File: src/rtl/uram_event_write_sm_pkg.sv
// Shared constants, FSM state type and BRAM rotation helper for the URAM event writer.
package uram_event_pkg;

    localparam int NUM_SLOTS       = 4;
    localparam int SLOT_BITS       = 2;
    localparam int WORDS_PER_EVENT = 1536;
    localparam int NUM_BRAMS       = 3;
    localparam int LADDR_WORDS     = 4;
    // Highest uaddr reached by one event: 1536 / (3 brams * 4 laddr) - 1 = 127.
    localparam int UADDR_LAST      = WORDS_PER_EVENT / (NUM_BRAMS * LADDR_WORDS) - 1;

    typedef enum logic [1:0] {
        IDLE,
        WRITE,
        DONE
    } state_e;

    function automatic logic [2:0] next_bram(input logic [2:0] b);
        return {b[1:0], b[2]};
    endfunction

endpackage

File: src/rtl/uram_event_write_sm_if.sv
// Control/status bundle between the event writer and its environment.
interface uram_event_write_sm_if #(
    parameter int SLOT_BITS = uram_event_pkg::SLOT_BITS
);
    logic                 clk_ce_i;
    logic                 trig_i;
    logic                 read_complete_i;
    logic [8:0]           bram_addr_o;
    logic [2:0]           bram_we_o;
    logic [SLOT_BITS-1:0] slot_o;
    logic                 header_we_o;
    logic [15:0]          event_count_o;
    logic                 data_available_o;
    logic                 full_o;
    logic                 busy_o;
    logic                 write_complete_o;
    logic                 drop_o;
    logic                 underflow_o;

    modport master (
        output clk_ce_i, trig_i, read_complete_i,
        input  bram_addr_o, bram_we_o, slot_o, header_we_o, event_count_o,
               data_available_o, full_o, busy_o, write_complete_o, drop_o, underflow_o
    );

    modport slave (
        input  clk_ce_i, trig_i, read_complete_i,
        output bram_addr_o, bram_we_o, slot_o, header_we_o, event_count_o,
               data_available_o, full_o, busy_o, write_complete_o, drop_o, underflow_o
    );
endinterface

File: src/rtl/uram_event_write_sm_occupancy.sv
// Slot occupancy counter with registered available/full flags and sticky underflow.
module uram_event_occupancy #(
    parameter int NUM_SLOTS = 4,
    parameter int SLOT_BITS = 2
) (
    input  logic clk,
    input  logic rst,
    input  logic inc,
    input  logic dec,
    output logic data_available,
    output logic full,
    output logic underflow
);
    localparam int OCC_W = SLOT_BITS + 1;

    logic [OCC_W-1:0] occ;
    logic [OCC_W-1:0] occ_nxt;
    logic             inc_ok;
    logic             dec_ok;

    always_comb begin
        inc_ok  = inc && (occ != OCC_W'(NUM_SLOTS));
        dec_ok  = dec && (occ != '0);
        occ_nxt = occ;
        if (inc_ok && !dec_ok)
            occ_nxt = occ + 1'b1;
        else if (dec_ok && !inc_ok)
            occ_nxt = occ - 1'b1;
    end

    // Flags are registered from the next count so they track occ exactly.
    always_ff @(posedge clk or posedge rst) begin
        if (rst) begin
            occ            <= '0;
            data_available <= 1'b0;
            full           <= 1'b0;
            underflow      <= 1'b0;
        end else begin
            occ            <= occ_nxt;
            data_available <= (occ_nxt != '0);
            full           <= (occ_nxt == OCC_W'(NUM_SLOTS));
            if (dec && (occ == '0))
                underflow <= 1'b1;
        end
    end
endmodule

File: src/rtl/uram_event_write_sm.sv
// Writes one 1536-word event per accepted trigger across three BRAMs, tracking slot ownership.
module uram_event_write_sm #(
    parameter int NUM_SLOTS = uram_event_pkg::NUM_SLOTS,
    parameter int SLOT_BITS = uram_event_pkg::SLOT_BITS
) (
    input  logic                  clk_i,
    input  logic                  rst_i,
    uram_event_write_sm_if.slave  bus
);
    import uram_event_pkg::*;

    state_e               state;
    logic [6:0]           uaddr;
    logic [1:0]           laddr;
    logic [2:0]           active_bram;
    logic [SLOT_BITS-1:0] slot;
    logic [15:0]          event_count;
    logic                 full;
    logic                 accept;
    logic                 write_done;
    logic                 last_word;

    assign accept     = !rst_i && bus.clk_ce_i && bus.trig_i && (state == IDLE) && !full;
    assign write_done = !rst_i && bus.clk_ce_i && (state == DONE);
    assign last_word  = (uaddr == 7'(UADDR_LAST)) && (laddr == 2'd3) && active_bram[2];

    always_ff @(posedge clk_i or posedge rst_i) begin
        if (rst_i) begin
            state       <= IDLE;
            uaddr       <= '0;
            laddr       <= '0;
            active_bram <= 3'b001;
            slot        <= '0;
            event_count <= '0;
        end else if (bus.clk_ce_i) begin
            case (state)
                IDLE: begin
                    if (accept) begin
                        state       <= WRITE;
                        event_count <= event_count + 16'd1;
                    end
                end
                WRITE: begin
                    // Address wraps naturally to {0,0} on bram 001 after the last word.
                    laddr <= laddr + 2'd1;
                    if (laddr == 2'd3) begin
                        active_bram <= next_bram(active_bram);
                        if (active_bram[2])
                            uaddr <= uaddr + 7'd1;
                    end
                    if (last_word)
                        state <= DONE;
                end
                DONE: begin
                    slot  <= (slot == SLOT_BITS'(NUM_SLOTS - 1)) ? '0 : slot + 1'b1;
                    state <= IDLE;
                end
                default: state <= IDLE;
            endcase
        end
    end

    uram_event_occupancy #(
        .NUM_SLOTS (NUM_SLOTS),
        .SLOT_BITS (SLOT_BITS)
    ) u_occupancy (
        .clk            (clk_i),
        .rst            (rst_i),
        .inc            (write_done),
        .dec            (bus.read_complete_i),
        .data_available (bus.data_available_o),
        .full           (full),
        .underflow      (bus.underflow_o)
    );

    assign bus.full_o           = full;
    assign bus.bram_addr_o      = {uaddr, laddr};
    assign bus.bram_we_o        = (!rst_i && bus.clk_ce_i && (state == WRITE)) ? active_bram : 3'b000;
    assign bus.slot_o           = slot;
    assign bus.header_we_o      = accept;
    assign bus.event_count_o    = event_count;
    assign bus.busy_o           = (state != IDLE);
    assign bus.write_complete_o = write_done;
    assign bus.drop_o           = !rst_i && bus.clk_ce_i && bus.trig_i && ((state != IDLE) || full);
endmodule

File: src/flat_wrapper.sv
// flat-port wrapper written by rule: the top's interface ports become plain ports
module uram_event_write_sm_flat import uram_event_pkg::*;
#(
    parameter int NUM_SLOTS = uram_event_pkg::NUM_SLOTS,
    parameter int SLOT_BITS = uram_event_pkg::SLOT_BITS
)
  (clk_i, rst_i, bus_clk_ce_i, bus_trig_i, bus_read_complete_i, bus_bram_addr_o, bus_bram_we_o, bus_slot_o, bus_header_we_o, bus_event_count_o, bus_data_available_o, bus_full_o, bus_busy_o, bus_write_complete_o, bus_drop_o, bus_underflow_o);
  uram_event_write_sm_if #(.SLOT_BITS(SLOT_BITS)) bus_i ();
  input  logic clk_i;
  input  logic rst_i;
  input wire logic [$bits(bus_i.clk_ce_i)-1:0] bus_clk_ce_i;
  input wire logic [$bits(bus_i.trig_i)-1:0] bus_trig_i;
  input wire logic [$bits(bus_i.read_complete_i)-1:0] bus_read_complete_i;
  output wire logic [$bits(bus_i.bram_addr_o)-1:0] bus_bram_addr_o;
  output wire logic [$bits(bus_i.bram_we_o)-1:0] bus_bram_we_o;
  output wire logic [$bits(bus_i.slot_o)-1:0] bus_slot_o;
  output wire logic [$bits(bus_i.header_we_o)-1:0] bus_header_we_o;
  output wire logic [$bits(bus_i.event_count_o)-1:0] bus_event_count_o;
  output wire logic [$bits(bus_i.data_available_o)-1:0] bus_data_available_o;
  output wire logic [$bits(bus_i.full_o)-1:0] bus_full_o;
  output wire logic [$bits(bus_i.busy_o)-1:0] bus_busy_o;
  output wire logic [$bits(bus_i.write_complete_o)-1:0] bus_write_complete_o;
  output wire logic [$bits(bus_i.drop_o)-1:0] bus_drop_o;
  output wire logic [$bits(bus_i.underflow_o)-1:0] bus_underflow_o;
  assign bus_i.clk_ce_i = bus_clk_ce_i;
  assign bus_i.trig_i = bus_trig_i;
  assign bus_i.read_complete_i = bus_read_complete_i;
  assign bus_bram_addr_o = bus_i.bram_addr_o;
  assign bus_bram_we_o = bus_i.bram_we_o;
  assign bus_slot_o = bus_i.slot_o;
  assign bus_header_we_o = bus_i.header_we_o;
  assign bus_event_count_o = bus_i.event_count_o;
  assign bus_data_available_o = bus_i.data_available_o;
  assign bus_full_o = bus_i.full_o;
  assign bus_busy_o = bus_i.busy_o;
  assign bus_write_complete_o = bus_i.write_complete_o;
  assign bus_drop_o = bus_i.drop_o;
  assign bus_underflow_o = bus_i.underflow_o;
  uram_event_write_sm #(.NUM_SLOTS(NUM_SLOTS), .SLOT_BITS(SLOT_BITS)) u_core (.clk_i(clk_i), .rst_i(rst_i), .bus(bus_i));
endmodule
File: config.mk
export PLATFORM = sky130hd
export DESIGN_NAME = uram_event_write_sm_flat
export DESIGN_NICKNAME = d
export VERILOG_FILES = /design/src/rtl/uram_event_write_sm_pkg.sv /design/src/rtl/uram_event_write_sm_if.sv /design/src/rtl/uram_event_write_sm_occupancy.sv /design/src/rtl/uram_event_write_sm.sv /design/src/flat_wrapper.sv
export SDC_FILE = /design/constraint.sdc
export NUM_CORES = 1
export LEC_CHECK = 0
export ABC_AREA = 1
export CAP_MARGIN = 20
export CELL_PAD_IN_SITES_DETAIL_PLACEMENT = 0
export CELL_PAD_IN_SITES_GLOBAL_PLACEMENT = 1
export CORE_MARGIN = 2
export CORE_UTILIZATION = 41
export CTS_BUF_LIST = sky130_fd_sc_hd__clkbuf_4 sky130_fd_sc_hd__clkbuf_8 sky130_fd_sc_hd__clkbuf_16
export CTS_CLUSTER_SIZE = 40
export DETAILED_ROUTE_END_ITERATION = 8
export PLACE_DENSITY_LB_ADDON = 0.1
export SKIP_CTS_REPAIR_TIMING = 1
export SLEW_MARGIN = 20
export SYNTH_ARGS = -nofsm -noshare
export SYNTH_HDL_FRONTEND = slang
export SYNTH_SLANG_ARGS = --single-unit
File: constraint.sdc
create_clock -name clk_i -period 6.1 [get_ports clk_i]
set_input_delay 0.915 -clock clk_i [delete_from_list [all_inputs] [get_ports clk_i]]
set_output_delay 0.915 -clock clk_i [all_outputs]
set_load 0.01 [all_outputs]
## Word level (Yosys, flattened, before mapping)

Index checks and enable logic that the tools add are counted.

- Mux-type cells: 7
- Reductions and logical operators: 30
- Add/sub/neg operators: 6
- Equal/unequal tests: 9

Operator list:

| cell | count |
|---|---|
| 16-bit by 1-bit adder with 16-bit output, second input constant | 1 |
| 1-bit logical AND | 14 |
| 3-bit 2-to-1 mux | 3 |
| 3-bit AND reduction | 3 |
| 7-bit by 1-bit adder with 7-bit output, second input constant | 1 |
| 7-bit equality test, second input constant | 1 |
| 2-bit equality test, second input constant | 3 |
| 2-bit 2-to-1 mux | 3 |
| 3-bit nonzero test | 2 |
| 2-bit by 1-bit adder with 2-bit output, second input constant | 2 |
| 1-bit zero test | 4 |
| 2-bit one-hot mux with 2 select lines | 1 |
| 2-bit AND reduction | 2 |
| 4-bit AND reduction | 1 |
| 3-bit by 1-bit adder with 3-bit output, second input constant | 1 |
| 3-bit equality test, second input constant | 1 |
| 3-bit zero test | 1 |
| 3-bit inequality test, second input constant | 1 |
| 3-bit by 1-bit subtractor with 3-bit output, second input constant | 1 |
| 2-bit by 1-bit equality test with 1-bit output, second input constant | 1 |
| 2-bit zero test | 1 |
| 2-bit by 1-bit inequality test with 1-bit output, second input constant | 1 |
| 2-bit inequality test, second input constant | 1 |
| 2-bit nonzero test | 1 |
| 1-bit logical OR | 1 |

- Bits in registers: 38
- Word-level logic and storage cells: 62
- Output and inout port bits: 37
- Input port bits: 5

## Longest topological paths before layout

Gate-level depths: netlist of the first run.

- Word-level depth: 9
- Mapped depth: 11
- Mapped depth without buffers: 11

## Cells and area by module

From an unflattened synthesis of the first run, not the netlist that was laid out.

- Cell total of the unflattened synthesis: 263
- Area, all modules: 2123.3 µm²

By module, submodules not included:

| module | area each (µm²) | times used | cells each | seq. area each (µm²) |
|---|---|---|---|---|
| uram_event_write_sm | 1757.9 | 1 | 219 | 802.0 |
| uram_event_occupancy | 365.4 | 1 | 44 | 150.1 |

## Worst setup path before layout of the first run

No wires, ideal clock.

- Kind: input to output
- From: input rst_i
- To: output bus_header_we_o
- Cell stages on the path: 4
- Data arrival time: 2392 ps
- Buffers on the path: 1
- Path slack: 2793 ps
- Required time: 5185 ps
- Cells stage by stage: inv_1 > nand3_4 > nor2_8 > buf_4

- Cells in the longest elaborated chain, start to end: 5

RTL lines:

| what | RTL line | source |
|---|---|---|
| start, declared | flat_wrapper.sv:10 | `input logic rst_i;` |
| 1-bit zero test | uram_event_write_sm.sv:23 | `assign accept = !rst_i && bus.clk_ce_i && bus.trig_i && (state == IDLE) && !full;` |
| 1-bit logical AND (4 in a row) | uram_event_write_sm.sv:23 |  |
| end, declared | flat_wrapper.sv:17 | `output wire logic [$bits(bus_i.header_we_o)-1:0] bus_header_we_o;` |

Every way passes these cells.

## Worst setup path in the final report of the first run

- From: input rst_i
- To: output bus_write_complete_o

- Cells in the longest elaborated chain, start to end: 3

RTL lines:

| what | RTL line | source |
|---|---|---|
| 1-bit zero test | uram_event_write_sm.sv:24 | `assign write_done = !rst_i && bus.clk_ce_i && (state == DONE);` |
| 1-bit logical AND (2 in a row) | uram_event_write_sm.sv:24 |  |
| end, declared | flat_wrapper.sv:22 | `output wire logic [$bits(bus_i.write_complete_o)-1:0] bus_write_complete_o;` |

Every way passes these cells.

==> summary.txt, run 1 <==
Die
  • Horizontal extent of the die: 75.0 um
  • Initial cell density of the core: 0.432
  • Row count: 25
  • Die area: 0.00563 sq mm
  • Floorplan die height: 75.0 um
  • Total core area: 0.00479 sq mm
  • Number of top-level design ports: 42

Timing
  • Worst Skew: 4.20 ps
  • Part of the cycle the worst path needs: 0.651
  • Final hold violations: 0
  • Endpoints failing setup: 0
  • Fin. max-slew vios: 0
  • Max transition margin: 0.592
  • Fmax: 252 MHz
  • Final TNS setup: 0 ps
  • Final period demand of the worst path: 3970 ps
  • Transition time at the pin with the least slew margin: 611 ps
  • RSZ-0062 raised after global routing: no

Global routing
  • Initial antenna violation count: 0
  • Largest net degree at the start of global routing: 27
  • Global-route wire length before repair: 6780 um
  • Number of global-route vias before repair: 1489
  • Overall global routing resource usage: 0.162
  • GR Overflow Total: 0

Synthesis
  • Number of enable-type register cells in the synthesized netlist: 0
  • Sequential-to-total area share from yosys stat: 0.460
  • Syn nets: 254
  • Netlist area before placement: 0.00207 sq mm
  • Avg Synthesized Cell Area: 8.55 sq um
  • YS warnings: 0
  • Synth unique cells: 29
  • Fraction of synthesis flops using an asynchronous set or reset pin: 1.00
  • Leading register cell type out of synthesis: sky130_fd_sc_hd__dfrtp_1
  • Flops & latches, synth: 38
  • Post-synthesis instance total: 242

Worst setup path
  • Depth of the critical timing path with buffers and inverters included: 6
  • Slowest CP cell: sky130_fd_sc_hd__clkdlybuf4s50_1
  • Critical path peak fanout: 26
  • Kind of critical path: primary input to output port
  • Data required, critical path: 5180 ps
  • Most frequent CP cell: sky130_fd_sc_hd__clkdlybuf4s50_1
  • Worst path buffer plus inverter count: 4
  • Largest delay share family, worst path: buffers and inverters
  • Startpoint kind of the worst setup timing path: primary input
  • Kind of end point of the critical path: output port
  • Data arrival time of the critical path: 3050 ps
  • Slowest stage delay, CP: 550 ps
  • Worst Reg2Reg Path Length in Cells: 11
  • Sequence of cells on the critical path: clkdlybuf4s50_1 > inv_1 > buf_4 > nand2_2 > nor2_4 > clkdlybuf4s50_1

Drt
  • Number of remaining DRC errors: 0
  • Antenna violation net count after detailed routing: 0
  • Drt total wl: 4090 um
  • Iteration-0 DRC count of the detailed router: 84
  • Router iterations before antenna repair: 4
  • Routed vias/inst: 4.62
  • Via total after detailed routing: 1655
  • Average wire per cell in the routed design: 11.4 um

Finish
  • Diodes inserted: 0
  • Area delta synth->final: 28.5%
  • Fraction of final layout cells with drive strength greater than 1: 0.124
  • Layout Cells excl Fill: 358
  • Nets: 302
  • Final design utilization: 0.556
  • Total of fill cells in the finished design: 460

CTS
  • Clock Root Buffer: sky130_fd_sc_hd__clkbuf_8
  • Sinks on Clock Net: 38
  • Worst-skew pair later-pin latency: 290 ps
  • Buffer depth of the longest clock path: 2
  • Clock-pin slew reported for the worst setup and hold paths after clock tree synthesis: 70 ps
  • Number of buffers inserted during clock tree synthesis: 5
  • # H-tree levels: 2
  • Clock tree from TritonCTS: done

Pwr
  • Static leakage power: 0.00126 uW
  • Total power divided by cell area: 331 mW/mm^2
  • Power consumption: 879 uW
  • Worst ir drop on vdd: 0.155 mV

Placement
  • DP Wirelength: 3090 um
  • RePlAce Congestion: 0.808
  • Total of buffers placed on input and output ports: 41
  • Placed cell count: 350

Hold path
  • Min-delay worst type: flip-flop to flip-flop
  • Worst hold path cell count: 1

Run
  • Max-capacitance violation count: 0

Status
  • Run status: completed
==> placed cells by master, fill, tap and decap left out, types with 2 or more instances in the layout <==
cell	synthesis	layout
sky130_fd_sc_hd__nand4_1	7	7
sky130_fd_sc_hd__inv_1	29	29
sky130_fd_sc_hd__clkdlybuf4s50_1	0	41
sky130_fd_sc_hd__nand3_2	2	2
sky130_fd_sc_hd__ha_1	7	7
sky130_fd_sc_hd__dfrtp_1	37	37
sky130_fd_sc_hd__xnor2_1	7	7
sky130_fd_sc_hd__o21ai_0	9	9
sky130_fd_sc_hd__nand2_1	63	63
sky130_fd_sc_hd__mux2_2	2	2
sky130_fd_sc_hd__nor2_2	3	3
sky130_fd_sc_hd__nand3_1	12	12
sky130_fd_sc_hd__nand2_2	4	4
sky130_fd_sc_hd__nor3_2	2	2
sky130_fd_sc_hd__inv_2	6	6
sky130_fd_sc_hd__xor2_1	11	11
sky130_fd_sc_hd__nor2_1	21	21
sky130_fd_sc_hd__nand3b_1	2	2
sky130_fd_sc_hd__clkbuf_8	0	6
sky130_fd_sc_hd__nor2_4	4	4
sky130_fd_sc_hd__nor3_1	4	4
==> cell type report <==
class                   count  area [sq um]  share of cell area
well taps                  67          83.8              0.0315
repair buffers             42           418               0.157
clock inverters             2          12.5             0.00471
clock buffers               6          82.6              0.0311
inverters                  35           131              0.0494
flip-flops and latches     38           952               0.358
multi-input cells         168           978               0.368
==> cell families after synthesis <==
group	after synthesis	synth area share
xor+xnor	18	0.0762
simple gates	128	0.309
compound gates	13	0.0345
mux	2	0.0109
flops	38	0.460
buf+inv	36	0.0671
fa+ha+maj	7	0.0423
==> state kept, by name (all words and copies together) (netlist names) <==
| name | flops |
|---|---|
| u_core.u_occupancy.full | 1 |
| u_core.state | 2 |
| u_core.u_occupancy.underflow | 1 |
| u_core.uaddr | 7 |
| u_core.active_bram | 3 |
| u_core.bus.event_count_o | 16 |
| u_core.bus.slot_o | 2 |
| u_core.laddr | 2 |
| u_core.u_occupancy.occ | 3 |
| u_core.u_occupancy.data_available | 1 |
==> Yosys cell counts, types with 4 or more instances <==
library cell | count | area, sq um
sky130_fd_sc_hd__nand2_2 | 4 | 25.0
sky130_fd_sc_hd__nand4_1 | 7 | 43.8
sky130_fd_sc_hd__xor2_1 | 11 | 96.3
sky130_fd_sc_hd__dfrtp_1 | 37 | 926
sky130_fd_sc_hd__ha_1 | 7 | 87.6
sky130_fd_sc_hd__nor3_1 | 4 | 20.0
sky130_fd_sc_hd__nor2_4 | 4 | 45.0
sky130_fd_sc_hd__inv_2 | 6 | 22.5
sky130_fd_sc_hd__inv_1 | 29 | 109
sky130_fd_sc_hd__o21ai_0 | 9 | 45.0
sky130_fd_sc_hd__xnor2_1 | 7 | 61.3
sky130_fd_sc_hd__nor2_1 | 21 | 78.8
sky130_fd_sc_hd__nand3_1 | 12 | 60.1
sky130_fd_sc_hd__nand2_1 | 63 | 236
==> metal layers <==
layer,vias to the layer above,wire [um],part of all wire,global-route usage
li1,855,-,-,-
met3,6,219,0.054,0.0455
met5,-,0,0,0
met4,0,70,0.017,0.0655
met2,37,1800,0.44,0.230
met1,757,2000,0.49,0.232
==> report_power, final <==
| group | internal [uW] | switching, uW |
|---|---|---|
| Clock | 90.7 | 87.1 |
| Combinational | 159 | 166 |
| Sequential | 316 | 60.5 |
==> final timing paths <==
| check | end | slack, ps | start |
|---|---|---|---|
| setup / recovery | bus_write_complete_o | 2130 | rst_i |
| hold / removal | u_core.u_occupancy.underflow | 480 | u_core.u_occupancy.underflow |
| setup reg to reg | u_core.u_occupancy.data_available | 4530 | u_core.u_occupancy.occ[0] |
| hold reg to reg | u_core.u_occupancy.underflow | 480 | u_core.u_occupancy.underflow |
| max in group asynchronous | u_core.bus.event_count_o[14] | 4280 | rst_i |
| min in group asynchronous | u_core.bus.slot_o[1] | 1050 | rst_i |
==> metrics by stage <==
step | hold WS, ps | setup WS (ps) | instance area [sq um]
global placement | 462 | 2050 | 2560
CTS | 484 | 2050 | 2660
floorplan | 453 | 2790 | 2070
detailed placement | 464 | 2050 | 2560
finish | 477 | 2130 | 2660
global route | 516 | 1910 | 2660
Note: power is estimated with default switching activity, not from simulation.
==> run 2: changes to the inputs <==
- CORE_UTILIZATION: 41 -> 34
- clock period: 6.1 -> 3.4 ns (I/O delays scaled with it)
==> run 2 against run 1 <==
  * Power up 80%
  * Global-route usage down 1.6 points
  * Clock power increased by 83%
  * Critical path type unchanged
  * Sequential cell count did not move
  * Largest cell class unchanged
  * Register-to-register slack worse by 2700 ps
  * Critical endpoint is now bus_header_we_o
  * Combinational power up 81%
  * Cell count increased by 2.5%
==> summary.txt, run 2 (same netlist as run 1, synthesis figures left out) <==
Global routing
  • GR Overflow Total: 0
  • Global-route wire length before repair: 7490 um
  • Largest net degree at the start of global routing: 31
  • Number of global-route vias before repair: 1580
  • Overall global routing resource usage: 0.146
  • Initial antenna violation count: 0

Finish
  • Final design utilization: 0.455
  • Nets: 303
  • Flip-flop count of the largest register after layout: 16
  • Total of fill cells in the finished design: 632
  • Fraction of final layout cells with drive strength greater than 1: 0.127
  • Commonest cells after routing, fill and taps aside: sky130_fd_sc_hd__nand2_1 (63), sky130_fd_sc_hd__clkdlybuf4s50_1 (41), sky130_fd_sc_hd__dfrtp_1 (37)
  • Area delta synth->final: 29.3%
  • Diodes inserted: 0
  • Most frequent standard cell in the layout excluding fill and tap cells: sky130_fd_sc_hd__nand2_1

Drt
  • Drt total wl: 4360 um
  • Iteration-0 DRC count of the detailed router: 55
  • Antenna violation net count after detailed routing: 0
  • Routed vias/inst: 4.40
  • Via total after detailed routing: 1615
  • Average wire per cell in the routed design: 11.9 um
  • Router iterations before antenna repair: 4
  • Number of remaining DRC errors: 0

Timing
  • Transition time at the pin with the least slew margin: 395 ps
  • RSZ-0062 raised after global routing: no
  • Worst Skew: 10.3 ps
  • Endpoints failing setup: 0
  • Final hold violations: 0
  • Part of the cycle the worst path needs: 0.807
  • Fmax: 364 MHz
  • Final TNS setup: 0 ps
  • Fin. max-slew vios: 0
  • Final period demand of the worst path: 2750 ps
  • Max transition margin: 0.737

Worst setup path
  • Data arrival time of the critical path: 2240 ps
  • Slowest CP cell: sky130_fd_sc_hd__clkdlybuf4s50_1
  • Startpoint kind of the worst setup timing path: primary input
  • Worst Reg2Reg Path Length in Cells: 10
  • Kind of end point of the critical path: output port
  • Slowest stage delay, CP: 680 ps
  • Critical path peak fanout: 16
  • Data required, critical path: 2890 ps
  • Most frequent CP cell: sky130_fd_sc_hd__clkdlybuf4s50_1
  • Sequence of cells on the critical path: clkdlybuf4s50_1 > nand3_4 > nor2_8 > clkdlybuf4s50_1
  • Depth of the critical timing path with buffers and inverters included: 4
  • Worst path buffer plus inverter count: 2
  • Kind of critical path: primary input to output port
  • Largest delay share family, worst path: buffers and inverters

Placement
  • Total of buffers placed on input and output ports: 41
  • DP Wirelength: 3370 um
  • RePlAce Congestion: 0.746

CTS
  • Clock Root Buffer: sky130_fd_sc_hd__clkbuf_8
  • Clock-pin slew reported for the worst setup and hold paths after clock tree synthesis: 80 ps
  • Clock tree from TritonCTS: done
  • Worst-skew pair later-pin latency: 290 ps
  • # H-tree levels: 2
  • Number of buffers inserted during clock tree synthesis: 5
  • Sinks on Clock Net: 38
  • Buffer depth of the longest clock path: 2

Status
  • Run status: completed

Die
  • Number of top-level design ports: 42
  • Floorplan die height: 82.0 um
  • Total core area: 0.00589 sq mm
  • Die area: 0.00673 sq mm
  • Row count: 28
  • Initial cell density of the core: 0.352
  • Horizontal extent of the die: 82.0 um

Pwr
  • Static leakage power: 0.00126 uW
  • Worst ir drop on vdd: 0.231 mV
  • Total power divided by cell area: 593 mW/mm^2

Hold path
  • Min-delay worst type: flip-flop to flip-flop
  • Worst hold path cell count: 1

Run
  • Max-capacitance violation count: 0
-- run 2: cell count changes in the layout (fill, tap and decap cells not counted) --
| cell | delta |
|---|---|
| sky130_fd_sc_hd__buf_4 | +1 |
-- run 2: area by class of cell --
type	count	area [sq um]	area share
Tap cell	75	93.8	0.0351
Timing Repair Buffer	43	425	0.159
Inverter	35	131	0.0491
Clock buffer	6	82.6	0.0309
Sequential cell	38	952	0.356
Multi-Input combinational cell	168	978	0.366
Clock inverter	2	12.5	0.00468
-- run 2: worst paths after layout --
path	from	endpoint	slack, ps
setup / recovery	bus_clk_ce_i	bus_header_we_o	650
hold reg to reg	u_core.u_occupancy.underflow	u_core.u_occupancy.underflow	500
min in group asynchronous	rst_i	u_core.laddr[0]	690
setup reg to reg	u_core.u_occupancy.occ[0]	u_core.u_occupancy.data_available	1800
max in group asynchronous	rst_i	u_core.u_occupancy.occ[1]	2290
hold / removal	u_core.u_occupancy.underflow	u_core.u_occupancy.underflow	500
-- run 2: per-layer routing --
metal  GRT usage  wire length (um)  vias to the layer above
li1            -                 -                      854
met1       0.205              2200                      726
met2       0.215              1860                       29
met3      0.0429               238                        6
met4      0.0500                59                        0
met5           0                 0                        -
-- run 2: worst register-to-register path, delay by kind of cell (launching register included) --
kind | cells | cell delay [ps]
flops | 1 | 390
buf+inv | 1 | 100
simple gates | 8 | 790
fa+ha+maj | 1 | 220
-- run 2: per-stage QoR --
step	instance area (sq um)	hold slack [ps]	setup slack, ps	total power (uW)	std cells
3_5_place_dp	2580	485	664	1280	359
4_1_cts	2680	505	649	1620	367
6_report	2680	497	655	1590	367
5_1_grt	2680	515	561	1720	367
3_3_place_gp	2580	473	671	1280	359
2_1_floorplan	2070	453	903	1010	242
-- run 2: report_power, final --
part / leakage [uW] / switching [uW] / internal [uW]
registers: 0.000463 / 104 / 567
clock network: 0.0000472 / 163 / 163
logic: 0.000751 / 303 / 286
==> run 3: changes to the inputs <==
- clock period: 3.4 -> 2.3 ns (I/O delays scaled with it)
==> run 3 against run 2 <==
  * Register-to-register slack got worse by 1100 ps
  * Sequential power grew 48%
  * Die area unchanged
  * Highest routed layer unchanged
  * Global-route usage is 0.80 points lower
  * Worst setup slack worse by 560 ps
  * Critical path type unchanged
==> summary.txt, run 3 (same netlist as run 1, synthesis figures left out) <==
Status
  • Run status: completed

Global routing
  • GR Overflow Total: 0
  • Largest net degree at the start of global routing: 35
  • Global-route wire length before repair: 7180 um
  • Initial antenna violation count: 0
  • Overall global routing resource usage: 0.138
  • Number of global-route vias before repair: 1645

Timing
  • Fin. max-slew vios: 0
  • Fmax: 454 MHz
  • Part of the cycle the worst path needs: 0.958
  • Transition time at the pin with the least slew margin: 446 ps
  • Hold WS: 323 ps
  • Max transition margin: 0.702
  • Final hold violations: 0
  • Worst Skew: 2.31 ps
  • Endpoints failing setup: 0
  • Final period demand of the worst path: 2200 ps
  • RSZ-0062 raised after global routing: no
  • Final TNS setup: 0 ps

Finish
  • Most frequent standard cell in the layout excluding fill and tap cells: sky130_fd_sc_hd__nand2_1
  • Fraction of final layout cells with drive strength greater than 1: 0.136
  • Area delta synth->final: 31.3%
  • Diodes inserted: 0
  • Flip-flop count of the largest register after layout: 16
  • Final design utilization: 0.462
  • Area taken by multi-input logic gates: 978 sq um
  • Commonest cells after routing, fill and taps aside: sky130_fd_sc_hd__nand2_1 (63), sky130_fd_sc_hd__clkdlybuf4s50_1 (41), sky130_fd_sc_hd__dfrtp_1 (37)
  • Nets: 306
  • Total of fill cells in the finished design: 598
  • Sequential cell area: 952 sq um

Worst setup path
  • Startpoint kind of the worst setup timing path: primary input
  • Data required, critical path: 1960 ps
  • Data arrival time of the critical path: 1860 ps
  • Kind of end point of the critical path: output port
  • Slowest CP cell: sky130_fd_sc_hd__clkdlybuf4s50_1
  • Slowest stage delay, CP: 610 ps
  • Critical R2R Launch: u_core.u_occupancy.occ[0]
  • Most frequent CP cell: sky130_fd_sc_hd__clkdlybuf4s50_1
  • Reg2reg setup slack: 690 ps
  • Worst path buffer plus inverter count: 3
  • Kind of critical path: primary input to output port
  • Critical Path Source: bus_clk_ce_i
  • Sequence of cells on the critical path: clkdlybuf4s50_1 > inv_2 > nor2_2 > nand2_1 > nor2_1 > clkdlybuf4s50_1
  • Largest delay share family, worst path: buffers and inverters
  • Critical path peak fanout: 4

CTS
  • Number of buffers inserted during clock tree synthesis: 5
  • Clock-pin slew reported for the worst setup and hold paths after clock tree synthesis: 70 ps
  • # H-tree levels: 2
  • Sinks on Clock Net: 38
  • Clock Root Buffer: sky130_fd_sc_hd__clkbuf_8
  • Buffer depth of the longest clock path: 2
  • Worst-skew pair later-pin latency: 290 ps
  • Clock tree from TritonCTS: done

Placement
  • DP Wirelength: 3240 um
  • Total of buffers placed on input and output ports: 41
  • RePlAce Congestion: 0.797

Die
  • Initial cell density of the core: 0.352
  • Die area: 0.00673 sq mm
  • Floorplan die height: 82.0 um
  • Row count: 28
  • Total core area: 0.00589 sq mm
  • Horizontal extent of the die: 82.0 um
  • Number of top-level design ports: 42

Pwr
  • Worst ir drop on vdd: 0.351 mV
  • Static leakage power: 0.00129 uW
  • Total power divided by cell area: 899 mW/mm^2

Drt
  • Via total after detailed routing: 1641
  • Antenna violation net count after detailed routing: 0
  • Number of remaining DRC errors: 0
  • Router iterations before antenna repair: 4
  • Drt total wl: 4230 um
  • Iteration-0 DRC count of the detailed router: 86
  • Routed vias/inst: 4.44
  • Average wire per cell in the routed design: 11.4 um

Run
  • Max-capacitance violation count: 0

Hold path
  • Min-delay worst type: primary input to asynchronous set/reset pin
run 3: worst paths after layout:
check	to	depth (start not counted)
worst max-delay path	bus_bram_we_o[1]	6
worst min-delay path	u_core.u_occupancy.underflow	2
worst max register to register	u_core.u_occupancy.data_available	11
worst min register to register	u_core.u_occupancy.underflow	1
max in group asynchronous	u_core.active_bram[0]	3
min in group clk_i	u_core.u_occupancy.underflow	1
run 3: worst register-to-register path, cell delays in order (launching register included):
cell and delay, ps:
sky130_fd_sc_hd__dfrtp_1 410, sky130_fd_sc_hd__inv_1 130, sky130_fd_sc_hd__ha_1 190, sky130_fd_sc_hd__nand2_1 80, sky130_fd_sc_hd__nand2_1 130, sky130_fd_sc_hd__inv_1 100, sky130_fd_sc_hd__nand2_2 100, sky130_fd_sc_hd__nand2_2 70
sky130_fd_sc_hd__nand2_1 60, sky130_fd_sc_hd__nand2_1 60, sky130_fd_sc_hd__nor2_1 110, sky130_fd_sc_hd__nand2_1 50
run 3: cell type report:
type | count | area share
clock buffer | 7 | 0.0308
inverter | 35 | 0.0483
tap | 75 | 0.0345
clock inverter | 1 | 0.0110
sequential | 38 | 0.350
multi-input combinational | 168 | 0.360
timing repair buffer | 46 | 0.165
run 3: metrics by stage:
stage	power, uW	worst slack [ps]	instances	instance area (sq um)
after floorplan	1490	133	242	2070
after global placement	1890	113	362	2600
after detailed placement	1880	90.5	362	2600
after CTS	2480	80.0	370	2720
after global routing	2620	5.79	370	2720
final	2440	96.8	370	2720
run 3: per-layer routing:
metal  global-route usage  part of all wire
met4               0.0600             0.015
met2                0.221              0.46
met3               0.0231             0.031
met5                    0                 0
met1                0.184              0.50
run 3: where the power goes:
part           internal [uW]  switching, uW  leakage (uW)
Combinational            424            441      0.000766
Sequential               839            158      0.000463
Clock                    348            234     0.0000593
Total                   1610            833       0.00129
